--- src/rtl/traffic_pkg.sv ---
// Shared light codes, fault codes and monitor states for the traffic signal path.
// Latency: none (declarations only).
// Backpressure: none (declarations only).
package traffic_pkg;

   // Light codes on the 2-bit signal bus, shared with the controller
   localparam logic [1:0] RED     = 2'b00;
   localparam logic [1:0] YELLOW  = 2'b01;
   localparam logic [1:0] GREEN   = 2'b10;
   localparam logic [1:0] ILLEGAL = 2'b11;

   typedef enum logic [2:0] {
      FLT_NONE    = 3'd0,
      FLT_ILLEGAL = 3'd1,
      FLT_ORDER   = 3'd2,
      FLT_SHORT   = 3'd3,
      FLT_LONG    = 3'd4
   } fault_code_t;

   typedef enum logic [2:0] {
      IDLE   = 3'd0,
      T_RED  = 3'd1,
      T_YEL  = 3'd2,
      T_GRN  = 3'd3,
      RESYNC = 3'd4
   } mon_state_t;

   // Code that legally follows the given code; ILLEGAL has no successor
   function automatic logic [1:0] next_code(input logic [1:0] cur);
      case (cur)
         RED:     next_code = YELLOW;
         YELLOW:  next_code = GREEN;
         GREEN:   next_code = RED;
         default: next_code = ILLEGAL;
      endcase
   endfunction

endpackage

--- src/rtl/traffic_signal_monitor_if.sv ---
// Bus between the traffic controller side and the signal monitor.
// Latency: none (wiring only).
// Backpressure: none; the monitor is a passive observer.
interface traffic_signal_monitor_if;

   logic [1:0] signal;
   logic       fault_clr;
   logic       phase_done;
   logic [3:0] phase_len;
   logic [7:0] cycle_cnt;
   logic       fault;
   logic [2:0] fault_code;

   // Controller / consumer side drives the light code and the clear pulse
   modport master (
      output signal, fault_clr,
      input  phase_done, phase_len, cycle_cnt, fault, fault_code
   );

   // Monitor side observes the light code and reports status
   modport slave (
      input  signal, fault_clr,
      output phase_done, phase_len, cycle_cnt, fault, fault_code
   );

endinterface

--- src/rtl/traffic_signal_monitor_phase_timer.sv ---
// Saturating 4-bit dwell counter with a per-phase maximum compare.
// Latency: count updates one cycle after restart/hold are sampled.
// Backpressure: none; hold freezes the count.
module phase_timer #(
   parameter int MAX_RG  = 10,
   parameter int MAX_YEL = 2
) (
   input  logic       clk,
   input  logic       rst,
   input  logic       restart,
   input  logic       hold,
   input  logic       yel_sel,
   output logic [3:0] count,
   output logic       at_max
);

   logic [3:0] max_sel;

   assign max_sel = yel_sel ? 4'(MAX_YEL) : 4'(MAX_RG);
   assign at_max  = (count == max_sel);

   // Dwell counter: restart loads 1 (the sample that opened the phase), else count up to 15
   always_ff @(posedge clk) begin
      if (rst) begin
         count <= 4'd0;
      end else if (restart) begin
         count <= 4'd1;
      end else if (!hold && count != 4'hF) begin
         count <= count + 4'd1;
      end
   end

endmodule

--- src/rtl/traffic_signal_monitor.sv ---
// Passive checker of light phase order and dwell windows, with sticky first-fault latch.
// Latency: every output registered, one cycle after the sampling posedge.
// Backpressure: none; observes the signal bus every cycle and never stalls it.
module traffic_signal_monitor
   import traffic_pkg::*;
#(
   parameter int MIN_RG  = 6,
   parameter int MAX_RG  = 10,
   parameter int MIN_YEL = 1,
   parameter int MAX_YEL = 2
) (
   input  logic                   clk,
   input  logic                   rst,
   traffic_signal_monitor_if.slave bus
);

   if (!(MIN_RG >= 1 && MIN_RG <= MAX_RG && MAX_RG <= 14 &&
         MIN_YEL >= 1 && MIN_YEL <= MAX_YEL && MAX_YEL <= 14)) begin : g_bad_params
      $error("traffic_signal_monitor: need 1 <= MIN <= MAX <= 14");
   end

   mon_state_t  state;
   logic [1:0]  prev_sig;
   logic        phase_done_r;
   logic [3:0]  phase_len_r;
   logic [7:0]  cycle_cnt_r;
   logic        fault_r;
   fault_code_t fault_code_r;

   logic [3:0]  count;
   logic        at_max;
   logic        restart;
   logic        hold;

   logic [1:0]  cur_code;
   logic        in_phase;
   logic        same;
   logic        adv;
   logic        min_ok;
   logic        enter_red;
   mon_state_t  adv_state;
   fault_code_t det_code;

   phase_timer #(
      .MAX_RG  (MAX_RG),
      .MAX_YEL (MAX_YEL)
   ) u_timer (
      .clk     (clk),
      .rst     (rst),
      .restart (restart),
      .hold    (hold),
      .yel_sel (state == T_YEL),
      .count   (count),
      .at_max  (at_max)
   );

   // Classify the current sample against the phase being tracked
   always_comb begin
      cur_code  = RED;
      adv_state = T_YEL;
      in_phase  = 1'b0;
      case (state)
         T_RED: begin cur_code = RED;    adv_state = T_YEL; in_phase = 1'b1; end
         T_YEL: begin cur_code = YELLOW; adv_state = T_GRN; in_phase = 1'b1; end
         T_GRN: begin cur_code = GREEN;  adv_state = T_RED; in_phase = 1'b1; end
         default: ;
      endcase

      same   = in_phase && (bus.signal == cur_code);
      adv    = in_phase && (bus.signal == next_code(cur_code));
      min_ok = (state == T_YEL) ? (count >= 4'(MIN_YEL)) : (count >= 4'(MIN_RG));

      // A RED held steady through a fault must not resync; only a fresh RED edge does
      enter_red = (bus.signal == RED) &&
                  ((state == IDLE) || (state == RESYNC && prev_sig != RED));

      // Illegal code outranks every other check in the same cycle
      det_code = FLT_NONE;
      if (bus.signal == ILLEGAL) begin
         det_code = FLT_ILLEGAL;
      end else if (same && at_max) begin
         det_code = FLT_LONG;
      end else if (adv && !min_ok) begin
         det_code = FLT_SHORT;
      end else if (in_phase && !same && !adv) begin
         det_code = FLT_ORDER;
      end

      restart = enter_red || (adv && min_ok);
      hold    = !(same && !at_max);
   end

   // Phase FSM with registered reporting outputs, cycle counter and sticky fault latch
   always_ff @(posedge clk) begin
      if (rst) begin
         state        <= IDLE;
         prev_sig     <= RED;
         phase_done_r <= 1'b0;
         phase_len_r  <= 4'd0;
         cycle_cnt_r  <= 8'd0;
         fault_r      <= 1'b0;
         fault_code_r <= FLT_NONE;
      end else begin
         prev_sig     <= bus.signal;
         phase_done_r <= 1'b0;

         if (det_code != FLT_NONE) begin
            state <= RESYNC;
         end else if (enter_red) begin
            state <= T_RED;
         end else if (adv) begin
            state        <= adv_state;
            phase_done_r <= 1'b1;
            phase_len_r  <= count;
            if (state == T_GRN) begin
               cycle_cnt_r <= cycle_cnt_r + 8'd1;
            end
         end

         // First fault sticks; a fault arriving with the clear replaces the old one
         if (det_code != FLT_NONE) begin
            if (!fault_r || bus.fault_clr) begin
               fault_r      <= 1'b1;
               fault_code_r <= det_code;
            end
         end else if (bus.fault_clr) begin
            fault_r      <= 1'b0;
            fault_code_r <= FLT_NONE;
         end
      end
   end

   assign bus.phase_done = phase_done_r;
   assign bus.phase_len  = phase_len_r;
   assign bus.cycle_cnt  = cycle_cnt_r;
   assign bus.fault      = fault_r;
   assign bus.fault_code = fault_code_r;

endmodule
--- src/flat_wrapper.sv ---
// flat-port wrapper written by rule: the top's interface ports become plain ports
module traffic_signal_monitor_flat import traffic_pkg::*;
#(
   parameter int MIN_RG  = 6,
   parameter int MAX_RG  = 10,
   parameter int MIN_YEL = 1,
   parameter int MAX_YEL = 2
)
  (clk, rst, bus_signal, bus_fault_clr, bus_phase_done, bus_phase_len, bus_cycle_cnt, bus_fault, bus_fault_code);
  traffic_signal_monitor_if bus_i ();
  input  logic clk;
  input  logic rst;
  input wire logic [$bits(bus_i.signal)-1:0] bus_signal;
  input wire logic [$bits(bus_i.fault_clr)-1:0] bus_fault_clr;
  output wire logic [$bits(bus_i.phase_done)-1:0] bus_phase_done;
  output wire logic [$bits(bus_i.phase_len)-1:0] bus_phase_len;
  output wire logic [$bits(bus_i.cycle_cnt)-1:0] bus_cycle_cnt;
  output wire logic [$bits(bus_i.fault)-1:0] bus_fault;
  output wire logic [$bits(bus_i.fault_code)-1:0] bus_fault_code;
  assign bus_i.signal = bus_signal;
  assign bus_i.fault_clr = bus_fault_clr;
  assign bus_phase_done = bus_i.phase_done;
  assign bus_phase_len = bus_i.phase_len;
  assign bus_cycle_cnt = bus_i.cycle_cnt;
  assign bus_fault = bus_i.fault;
  assign bus_fault_code = bus_i.fault_code;
  traffic_signal_monitor #(.MIN_RG(MIN_RG), .MAX_RG(MAX_RG), .MIN_YEL(MIN_YEL), .MAX_YEL(MAX_YEL)) u_core (.clk(clk), .rst(rst), .bus(bus_i));
endmodule
--- config.mk ---
export PLATFORM = sky130hd
export DESIGN_NAME = traffic_signal_monitor_flat
export DESIGN_NICKNAME = d
export VERILOG_FILES = /design/src/rtl/traffic_pkg.sv /design/src/rtl/traffic_signal_monitor_if.sv /design/src/rtl/traffic_signal_monitor_phase_timer.sv /design/src/rtl/traffic_signal_monitor.sv /design/src/flat_wrapper.sv
export SDC_FILE = /design/constraint.sdc
export NUM_CORES = 1
export LEC_CHECK = 0
export CAP_MARGIN = 20
export CORE_MARGIN = 1.5
export CORE_UTILIZATION = 30
export DETAILED_ROUTE_END_ITERATION = 6
export HOLD_SLACK_MARGIN = 0.08
export REMOVE_ABC_BUFFERS = 1
export SKIP_LAST_GASP = 1
export SYNTH_ARGS = -nofsm -noshare
export SYNTH_HDL_FRONTEND = slang
export SYNTH_HIERARCHICAL = 1
export SYNTH_SLANG_ARGS = --single-unit
export TNS_END_PERCENT = 5
--- constraint.sdc ---
create_clock -name clk -period 3.84 [get_ports clk]
set_input_delay 1.152 -clock clk [delete_from_list [all_inputs] [get_ports clk]]
set_output_delay 1.152 -clock clk [all_outputs]
set_load 0.01 [all_outputs]
==> results of run 1 <==
-- worst max-delay path, stage by stage --
cell and delay [ns]:
sky130_fd_sc_hd__clkdlybuf4s50_1 0.63, sky130_fd_sc_hd__nand2b_1 0.18, sky130_fd_sc_hd__o32ai_1 0.12, sky130_fd_sc_hd__a311o_1 0.46, sky130_fd_sc_hd__or3_4 0.44, sky130_fd_sc_hd__or4_1 0.49, sky130_fd_sc_hd__a21oi_1 0.14
-- flip-flops by register name, summed over array words and instances, names as in the netlist --
register               count
u_core/prev_sig            2
u_core/bus.cycle_cnt       8
u_core/bus.fault           1
u_core/bus.fault_code      3
u_core/bus.phase_len       4
u_core/u_timer/count       4
u_core/state               3
u_core/bus.phase_done      1
-- power by group --
part / total, uW / switching, uW / internal (uW) / leakage (uW)
Combinational: 50.1 / 26.8 / 23.2 / 0.000404
Sequential: 286 / 9.82 / 276 / 0.000211
Clock: 178 / 86.3 / 91.8 / 0.0000288
Total: 514 / 123 / 391 / 0.000643
-- stage by stage --
| step | util [%] | setup WS [ns] | power (uW) | std cells |
|---|---|---|---|---|
| final | 38.04 | 0.4368 | 513.8 | 255 |
| after global routing | 38.04 | 0.3194 | 535.5 | 255 |
| after global placement | 36.87 | 0.2209 | 342.3 | 251 |
| after detailed placement | 36.87 | 0.1782 | 342.4 | 251 |
| after CTS | 38.04 | 0.4578 | 522.0 | 255 |
| after floorplan | - | 0.8905 | 318.9 | 160 |
-- logic make-up (layout without fill, tap and decap cells) --
kind of cell    after synthesis  count (layout)
simple gates                 75              75
compound gates               38              38
flops                        26              26
buf+inv                      14              34
fa+ha+maj                     5               5
xor+xnor                      5               5
mux                           5               5
-- synth_stat cells, drive strengths merged (5+ instances only) --
library cell / count / share of area, %
dfxtp: 26 / 35
ha: 5 / 4.2
nor2b: 7 / 3.0
nor2: 19 / 5.0
o21ai: 7 / 2.4
inv: 6 / 1.5
a21oi: 15 / 5.1
nand2: 7 / 1.9
buf: 6 / 3.0
xnor2: 5 / 3.0
nand2b: 5 / 2.1
-- routing by layer --
layer	part of all wire [%]	track usage [%]	wire, um	vias up
met5	0	0	0	-
met4	1.4	3.774	42	0
met3	3.7	3.039	111	5
met2	45	18.89	1348	23
met1	49	15.96	1467	553
li1	-	-	-	648
-- final timing paths --
check | startpoint | to | slack, ns | cells after the start
hold / removal | u_core/bus.cycle_cnt[7] | u_core/bus.cycle_cnt[7] | 0.49 | 2
setup / recovery | bus_signal[1] | u_core/bus.cycle_cnt[4] | 0.44 | 7
hold reg to reg | u_core/bus.cycle_cnt[7] | u_core/bus.cycle_cnt[7] | 0.49 | 2
setup reg to reg | u_core/state[0] | u_core/bus.cycle_cnt[4] | 0.63 | 8
-- cell type report --
class                   count  area (um^2)
clock buffers               4        55.05
multi-input cells         128        882.1
fillers                   494         2927
inverters                   6        22.52
repair buffers             24        232.7
flip-flops and latches     26        520.5
well taps                  67        83.83
==> reports/metrics.json, run 1 <==
{
  "post_synth_fa_ha_maj_area_fraction": {"value": 4.234, "unit": "%"},
  "largest_net_degree_at_the_start_of_global_routing": {"value": 18},
  "rows": {"value": 25},
  "finalWeightedCongestion": {"value": 0.8231},
  "diodes": {"value": 0},
  "groute.usage.overall": {"value": 11.97, "unit": "%"},
  "area.growth.synth_to_final": {"value": 21.59, "unit": "%"},
  "clkLatencyLatePin": {"value": 0.27, "unit": "ns"},
  "ys_types": {"value": 53},
  "cts_max_level": {"value": 1},
  "start_kind": {"value": "primary input"},
  "postCtsHoldBufs": {"value": 0},
  "iteration_count_of_the_initial_detailed_routing_pass": {"value": 4},
  "worstHoldPathType": {"value": "reg2reg"},
  "clockBufferDepth": {"value": 2},
  "fin_skew": {"value": 0.002411, "unit": "ns"},
  "clk_transition_reported_paths": {"value": 0.09, "unit": "ns"},
  "cts_buffers": {"value": 3},
  "finish.net_count": {"value": 199},
  "drc": {"value": 0},
  "drt-initial-drc-count": {"value": 55},
  "cap_viol_max_count": {"value": 0},
  "setup_violations": {"value": 0},
  "compound_cell_area_share_of_the_yosys_netlist": {"value": 18.46, "unit": "%"},
  "design.portCount": {"value": 22},
  "postSynth.asyncResetShare": {"value": 0, "unit": "%"},
  "critical_path_required": {"value": 4.05, "unit": "ns"},
  "worst_setup_path_end_kind": {"value": "flip-flop"},
  "route.antenna.remaining_nets": {"value": 0},
  "dieHeight": {"value": 73.18, "unit": "um"},
  "synth.yosys.warnings": {"value": 6},
  "final_min_period_over_clock_period": {"value": 88.62, "unit": "%"},
  "route.vias.total": {"value": 1229},
  "final_layout_size_suffix_gt1_share": {"value": 9.574, "unit": "%"},
  "dp.final_hpwl": {"value": 2149, "unit": "um"},
  "setup_repair_after_global_routing_missed_its_margin": {"value": "no"},
  "largest_family_of_logic_cells_by_synthesized_area": {"value": "simple AND/OR/NAND/NOR gates"},
  "post_synth_mux_area_share": {"value": 3.472, "unit": "%"},
  "final_period_minus_worst_setup_slack": {"value": 3.403, "unit": "ns"},
  "drt-vias-per-instance": {"value": 4.820},
  "yosys_reg_bits": {"value": 26},
  "cts.repair_timing.setup_buffer_count": {"value": 0},
  "drt_wl_cell": {"value": 11.65, "unit": "um"},
  "cells_after_synthesis": {"value": 168},
  "final_number_of_hold_violating_endpoints": {"value": 0},
  "status": {"value": "finished, final reports clean"},
  "timing.slew.headroom": {"value": 69.12, "unit": "%"},
  "tightest_slew": {"value": 0.4618, "unit": "ns"},
  "postSynthAreaPerCell": {"value": 8.796, "unit": "um^2"},
  "synth.cell_area": {"value": 1478, "unit": "um^2"},
  "floorplan.die_area": {"value": 5355, "unit": "um^2"},
  "tritoncts": {"value": "built"},
  "synth-xor-area-share": {"value": 2.964, "unit": "%"},
  "hold_ws": {"value": 0.4864, "unit": "ns"},
  "leakagePower": {"value": 0.0006433, "unit": "uW"},
  "synth_edf_count": {"value": 0},
  "worst-path-max-fanout": {"value": 14},
  "powerDensity": {"value": 285.9, "unit": "nW/um^2"},
  "finalSetupTns": {"value": 0, "unit": "ns"},
  "fp.coreArea": {"value": 4723, "unit": "um^2"},
  "mostFrequentLayoutCells": {"value": "sky130_fd_sc_hd__dfxtp_1 (26), sky130_fd_sc_hd__clkdlybuf4s50_1 (21), sky130_fd_sc_hd__nor2_1 (18)"},
  "fin_area": {"value": 1797, "unit": "um^2"},
  "initial_core_utilization": {"value": 31.28, "unit": "%"},
  "antenna_found_initial": {"value": 0},
  "synthFlopType": {"value": "sky130_fd_sc_hd__dfxtp_1"},
  "totalWireLength": {"value": 2970, "unit": "um"},
  "port-buffer-count": {"value": 21},
  "numClockSinks": {"value": 26},
  "grt_overflow_total": {"value": 0},
  "die_w": {"value": 73.18, "unit": "um"},
  "max-vdd-ir-drop": {"value": 0.1661, "unit": "mV"},
  "fraction_of_the_mapped_netlist_area_in_simple_logic_gates": {"value": 30.57, "unit": "%"},
  "synth_seq_area_share": {"value": 35.22, "unit": "%"},
  "worst-endpoint-arrival": {"value": 3.61, "unit": "ns"},
  "finalMaxSlewViolations": {"value": 0},
  "fmax": {"value": 0.2938, "unit": "GHz"},
  "grt_first_pass_wirelength": {"value": 5119, "unit": "um"},
  "clock-root-buffer": {"value": "sky130_fd_sc_hd__clkbuf_8"},
  "placed_area": {"value": 1742, "unit": "um^2"},
  "critical_path_start_end_classification": {"value": "in2reg"},
  "final_common_cell": {"value": "sky130_fd_sc_hd__dfxtp_1"},
  "post_cts.resized_instances": {"value": 0},
  "grt_pass1_vias": {"value": 1113}
}
No activity file was read; power rests on OpenSTA's default activity.
==> run 2, diff against run 1 <==
--- a/config.mk
+++ b/config.mk
@@ -12,4 +12,4 @@
 export HOLD_SLACK_MARGIN = 0.08
-export REMOVE_ABC_BUFFERS = 1
 export SKIP_LAST_GASP = 1
+export SLEW_MARGIN = 10
 export SYNTH_ARGS = -nofsm -noshare
--- a/constraint.sdc
+++ b/constraint.sdc
@@ -3,2 +3,2 @@
 set_output_delay 1.152 -clock clk [all_outputs]
-set_load 0.01 [all_outputs]
+set_load 0.005 [all_outputs]
==> reports/metrics.json, run 2 (same netlist as run 1, synthesis figures left out) <==
{
  "tightest_slew": {"value": 0.4855, "unit": "ns"},
  "fin_skew": {"value": 0.002576, "unit": "ns"},
  "tritoncts": {"value": "built"},
  "rows": {"value": 25},
  "cts.repair_timing.setup_buffer_count": {"value": 0},
  "groute.usage.overall": {"value": 11.94, "unit": "%"},
  "postCtsHoldBufs": {"value": 0},
  "drc": {"value": 0},
  "design.portCount": {"value": 22},
  "cts_max_level": {"value": 1},
  "route.vias.total": {"value": 1286},
  "dp.final_hpwl": {"value": 2192, "unit": "um"},
  "clock-root-buffer": {"value": "sky130_fd_sc_hd__clkbuf_8"},
  "port-buffer-count": {"value": 21},
  "placed_area": {"value": 1734, "unit": "um^2"},
  "final_layout_size_suffix_gt1_share": {"value": 9.091, "unit": "%"},
  "final_number_of_hold_violating_endpoints": {"value": 0},
  "final_period_minus_worst_setup_slack": {"value": 3.433, "unit": "ns"},
  "critical_path_buf_inv_count": {"value": 1},
  "status": {"value": "finished, final reports clean"},
  "iteration_count_of_the_initial_detailed_routing_pass": {"value": 4},
  "powerDensity": {"value": 285.0, "unit": "nW/um^2"},
  "grt_overflow_total": {"value": 0},
  "clockBufferDepth": {"value": 2},
  "diodes": {"value": 0},
  "drt-vias-per-instance": {"value": 5.063},
  "crit_path_top_delay_cell": {"value": "sky130_fd_sc_hd__clkdlybuf4s50_1"},
  "worst-path-max-fanout": {"value": 14},
  "fin_area": {"value": 1789, "unit": "um^2"},
  "floorplan.die_area": {"value": 5355, "unit": "um^2"},
  "hold_critical_path_depth": {"value": 2},
  "crit_path_cell_trace": {"value": "clkdlybuf4s50_1 > nand2b_1 > o32ai_1 > a311o_1 > or3_4 > or4_1 > a21oi_1"},
  "critical_path_required": {"value": 4.04, "unit": "ns"},
  "largest_delay_share_family_worst_path": {"value": "simple AND/OR/NAND/NOR gates"},
  "fmax": {"value": 0.2913, "unit": "GHz"},
  "timing.slew.headroom": {"value": 67.53, "unit": "%"},
  "worst-endpoint-arrival": {"value": 3.64, "unit": "ns"},
  "area.growth.synth_to_final": {"value": 21.08, "unit": "%"},
  "drt-initial-drc-count": {"value": 74},
  "finalSetupTns": {"value": 0, "unit": "ns"},
  "largest_register_ffs": {"value": 8},
  "worst_setup_path_end_kind": {"value": "flip-flop"},
  "setup_violations": {"value": 0},
  "max-vdd-ir-drop": {"value": 0.1773, "unit": "mV"},
  "numClockSinks": {"value": 26},
  "clkLatencyLatePin": {"value": 0.27, "unit": "ns"},
  "worstHoldPathType": {"value": "reg2reg"},
  "grt_pass1_vias": {"value": 1119},
  "critical_path_start_end_classification": {"value": "in2reg"},
  "totalWireLength": {"value": 3069, "unit": "um"},
  "finalWeightedCongestion": {"value": 0.8267},
  "start_kind": {"value": "primary input"},
  "dieHeight": {"value": 73.18, "unit": "um"},
  "route.antenna.remaining_nets": {"value": 0},
  "leakagePower": {"value": 0.0006378, "unit": "uW"},
  "antenna_found_initial": {"value": 0},
  "setup_repair_after_global_routing_missed_its_margin": {"value": "no"},
  "post_cts.resized_instances": {"value": 0},
  "final_common_cell": {"value": "sky130_fd_sc_hd__dfxtp_1"},
  "cap_viol_max_count": {"value": 0},
  "timing.critical_path.slowest_cell_delay": {"value": 0.64, "unit": "ns"},
  "drt_wl_cell": {"value": 12.08, "unit": "um"},
  "cp.depth": {"value": 7},
  "cts_buffers": {"value": 3},
  "worst-r2r-cell-count": {"value": 9},
  "clk_transition_reported_paths": {"value": 0.09, "unit": "ns"},
  "finalMaxSlewViolations": {"value": 0},
  "mostFrequentLayoutCells": {"value": "sky130_fd_sc_hd__dfxtp_1 (26), sky130_fd_sc_hd__clkdlybuf4s50_1 (21), sky130_fd_sc_hd__nor2_1 (18)"},
  "net_count_of_the_mapped_netlist": {"value": 178},
  "final_min_period_over_clock_period": {"value": 89.41, "unit": "%"},
  "finish.net_count": {"value": 198},
  "die_w": {"value": 73.18, "unit": "um"},
  "grt_first_pass_wirelength": {"value": 5126, "unit": "um"},
  "largest_net_degree_at_the_start_of_global_routing": {"value": 17},
  "fp.coreArea": {"value": 4723, "unit": "um^2"},
  "initial_core_utilization": {"value": 31.28, "unit": "%"}
}
-- run 2: cell count changes in the layout (fill, tap and decap cells not counted) --
cell / change
sky130_fd_sc_hd__buf_4: -1
-- run 2: path summary, 6_finish.rpt --
path | from | endpoint | slack (ns)
worst max register to register | u_core/state[1] | u_core/bus.cycle_cnt[6] | 0.57
worst max-delay path | bus_signal[1] | u_core/bus.cycle_cnt[6] | 0.41
worst min register to register | u_core/bus.cycle_cnt[7] | u_core/bus.cycle_cnt[7] | 0.50
worst min-delay path | u_core/bus.cycle_cnt[7] | u_core/bus.cycle_cnt[7] | 0.50
-- run 2: metrics by stage --
stage	util [%]	worst slack, ns	hold slack [ns]	total power, uW	instances
after global routing	37.88	0.2853	0.5440	539.1	254
final	37.88	0.4066	0.4988	510.0	254
after global placement	36.72	0.2226	0.4850	341.6	250
after floorplan	-	0.8794	0.4743	324.8	168
after detailed placement	36.72	0.1722	0.4818	341.7	250
after CTS	37.88	0.4405	0.5041	518.5	254
-- run 2: power by group --
group / leakage, uW / internal [uW] / switching, uW
clock: 0.0000288 / 91.6 / 83.2
combinational: 0.000398 / 23.2 / 26.5
sequential: 0.000211 / 276 / 9.72
-- run 2: worst min-delay path, delay by kind of cell, from the launching register on --
| family | cells | cell delay, ns |
|---|---|---|
| AO/OA/AOI/OAI | 2 | 0.13 |
| flip-flops | 1 | 0.33 |
-- run 2: routing by layer --
layer	part of all wire, %	vias to the layer above	track usage (%)
met2	45	38	18.99
met1	48	598	16.60
li1	-	648	-
met5	0	-	0
met3	6.6	2	3.315
met4	0.23	0	1.258
-- run 2: cell type report --
class                   count  area [um^2]
multi-input cells         128        882.1
inverters                   6        22.52
fillers                   493         2934
flip-flops and latches     26        520.5
repair buffers             23        225.2
clock buffers               4        55.05
well taps                  67        83.83
==> run 3, diff against run 2 <==
Settings changed: CTS_CLUSTER_SIZE set to 40.
Clock period 3.84 ns to 4.1 ns, I/O delays scaled along.
==> reports/metrics.json, run 3 (same netlist as run 1, synthesis figures left out) <==
{
  "status": {"value": "finished, final reports clean"},
  "grt-busiest-layer": {"value": "met2"},
  "fin_skew": {"value": 0.001954, "unit": "ns"},
  "numClockSinks": {"value": 26},
  "final_layout_size_suffix_gt1_share": {"value": 8.602, "unit": "%"},
  "totalWireLength": {"value": 3187, "unit": "um"},
  "dieHeight": {"value": 73.18, "unit": "um"},
  "max-vdd-ir-drop": {"value": 0.2167, "unit": "mV"},
  "m1_gr_usage": {"value": 16.76, "unit": "%"},
  "final_min_period_over_clock_period": {"value": 85.79, "unit": "%"},
  "route.antenna.remaining_nets": {"value": 0},
  "antenna_found_initial": {"value": 0},
  "worst_setup_path_end_kind": {"value": "flip-flop"},
  "mostFrequentLayoutCells": {"value": "sky130_fd_sc_hd__dfxtp_1 (26), sky130_fd_sc_hd__clkdlybuf4s50_1 (21), sky130_fd_sc_hd__nor2_1 (18)"},
  "initial_core_utilization": {"value": 31.28, "unit": "%"},
  "design.portCount": {"value": 22},
  "crit-reg2reg-launch": {"value": "u_core/state[1]"},
  "worstHoldPathType": {"value": "reg2reg"},
  "clock-root-buffer": {"value": "sky130_fd_sc_hd__clkbuf_8"},
  "final_common_cell": {"value": "sky130_fd_sc_hd__dfxtp_1"},
  "clkLatencyLatePin": {"value": 0.26, "unit": "ns"},
  "leakagePower": {"value": 0.0006324, "unit": "uW"},
  "start_kind": {"value": "primary input"},
  "fp.coreArea": {"value": 4723, "unit": "um^2"},
  "tightest_slew": {"value": 0.6366, "unit": "ns"},
  "drc": {"value": 0},
  "final_period_minus_worst_setup_slack": {"value": 3.517, "unit": "ns"},
  "grt_overflow_total": {"value": 0},
  "groute.layer.met2.usage": {"value": 18.99, "unit": "%"},
  "cts_max_level": {"value": 1},
  "finalNonFillerCells": {"value": 253},
  "net_count_of_the_mapped_netlist": {"value": 178},
  "finish.net_count": {"value": 197},
  "r2r_end": {"value": "u_core/bus.cycle_cnt[6]"},
  "final_number_of_hold_violating_endpoints": {"value": 0},
  "fillerInstances": {"value": 482},
  "setup_repair_after_global_routing_missed_its_margin": {"value": "no"},
  "iteration_count_of_the_initial_detailed_routing_pass": {"value": 4},
  "report.power.total": {"value": 477.7, "unit": "uW"},
  "diodes": {"value": 0},
  "worst-r2r-cell-count": {"value": 9},
  "timing.slew.headroom": {"value": 57.43, "unit": "%"},
  "drt_wl_cell": {"value": 12.60, "unit": "um"},
  "fmax": {"value": 0.2843, "unit": "GHz"},
  "largest_register_ffs": {"value": 8},
  "floorplan.die_area": {"value": 5355, "unit": "um^2"},
  "route.vias.total": {"value": 1263},
  "finalMaxSlewViolations": {"value": 0},
  "rows": {"value": 25},
  "crit_path_end": {"value": "u_core/bus.cycle_cnt[6]"},
  "postCtsHoldBufs": {"value": 0},
  "worst-endpoint-arrival": {"value": 3.71, "unit": "ns"},
  "finalSetupTns": {"value": 0, "unit": "ns"},
  "cap_viol_max_count": {"value": 0},
  "setup_violations": {"value": 0},
  "critical_path_start_end_classification": {"value": "in2reg"},
  "grt_first_pass_wirelength": {"value": 5154, "unit": "um"},
  "ff2ff_setup_slack": {"value": 0.76, "unit": "ns"},
  "worst-path-max-fanout": {"value": 14},
  "worst_setup_path_startpoint": {"value": "bus_signal[1]"},
  "clockBufferDepth": {"value": 2},
  "cts_buffers": {"value": 3},
  "groute.layer.met3.usage": {"value": 4.144, "unit": "%"},
  "clk_transition_reported_paths": {"value": 0.09, "unit": "ns"},
  "area.growth.synth_to_final": {"value": 20.58, "unit": "%"},
  "final_core_utilization": {"value": 37.72, "unit": "%"},
  "groute.usage.overall": {"value": 12.22, "unit": "%"},
  "largest_net_degree_at_the_start_of_global_routing": {"value": 18},
  "critical_path_required": {"value": 4.29, "unit": "ns"},
  "tritoncts": {"value": "built"},
  "grt_pass1_vias": {"value": 1092},
  "dp.final_hpwl": {"value": 2282, "unit": "um"},
  "drt-initial-drc-count": {"value": 49},
  "port-buffer-count": {"value": 21},
  "post_cts.resized_instances": {"value": 0},
  "die_w": {"value": 73.18, "unit": "um"},
  "finalWeightedCongestion": {"value": 0.8160},
  "cts.repair_timing.setup_buffer_count": {"value": 0},
  "powerDensity": {"value": 268.1, "unit": "nW/um^2"},
  "post-place-cells": {"value": 249},
  "drt-vias-per-instance": {"value": 4.992}
}
run 3: layout make-up:
class	instances	area (um^2)	share of cell area, %
Multi-Input combinational cell	128	882.1	49.51
Sequential cell	26	520.5	29.21
Timing Repair Buffer	22	217.7	12.22
Tap cell	67	83.83	4.705
Clock buffer	4	55.05	3.090
Inverter	6	22.52	1.264
run 3: worst max-delay path, cell delays in order:
cell                              delay [ns]
sky130_fd_sc_hd__clkdlybuf4s50_1        0.63
sky130_fd_sc_hd__nand2b_1               0.17
sky130_fd_sc_hd__o32ai_1                0.11
sky130_fd_sc_hd__a311o_1                0.47
sky130_fd_sc_hd__or3_4                  0.46
sky130_fd_sc_hd__or4_1                  0.50
sky130_fd_sc_hd__a21oi_1                0.14
run 3: worst min path at each step:
stage / from / cells past startpoint / endpoint
2_1_floorplan: u_core/bus.cycle_cnt[7] / 2 / u_core/bus.cycle_cnt[7]
3_3_place_gp: u_core/bus.cycle_cnt[7] / 2 / u_core/bus.cycle_cnt[7]
3_5_place_dp: u_core/bus.cycle_cnt[7] / 2 / u_core/bus.cycle_cnt[7]
4_1_cts: u_core/bus.cycle_cnt[7] / 2 / u_core/bus.cycle_cnt[7]
5_1_grt: u_core/bus.cycle_cnt[7] / 2 / u_core/bus.cycle_cnt[7]
6_report: u_core/bus.cycle_cnt[7] / 2 / u_core/bus.cycle_cnt[7]
run 3: metal layers:
layer / wire [um] / vias up
li1: - / 641
met1: 1612 / 600
met2: 1415 / 20
met3: 146 / 2
met4: 12 / 0
met5: 0 / -
run 3: through the flow:
| step | cell area [um^2] | hold WS (ns) | setup WS, ns |
|---|---|---|---|
| floorplan | 1478 | 0.4743 | 1.061 |
| global placement | 1727 | 0.4802 | 0.3798 |
| detailed placement | 1727 | 0.4763 | 0.3467 |
| CTS | 1782 | 0.4943 | 0.6152 |
| global route | 1782 | 0.5121 | 0.4495 |
| finish | 1782 | 0.4964 | 0.5826 |
run 3: power breakdown:
group | leakage [uW] | internal (uW) | switching [uW]
Clock | 0.0000288 | 85.7 | 77.9
Combinational | 0.000393 | 21.7 | 24.8
Sequential | 0.000211 | 258 | 9.25
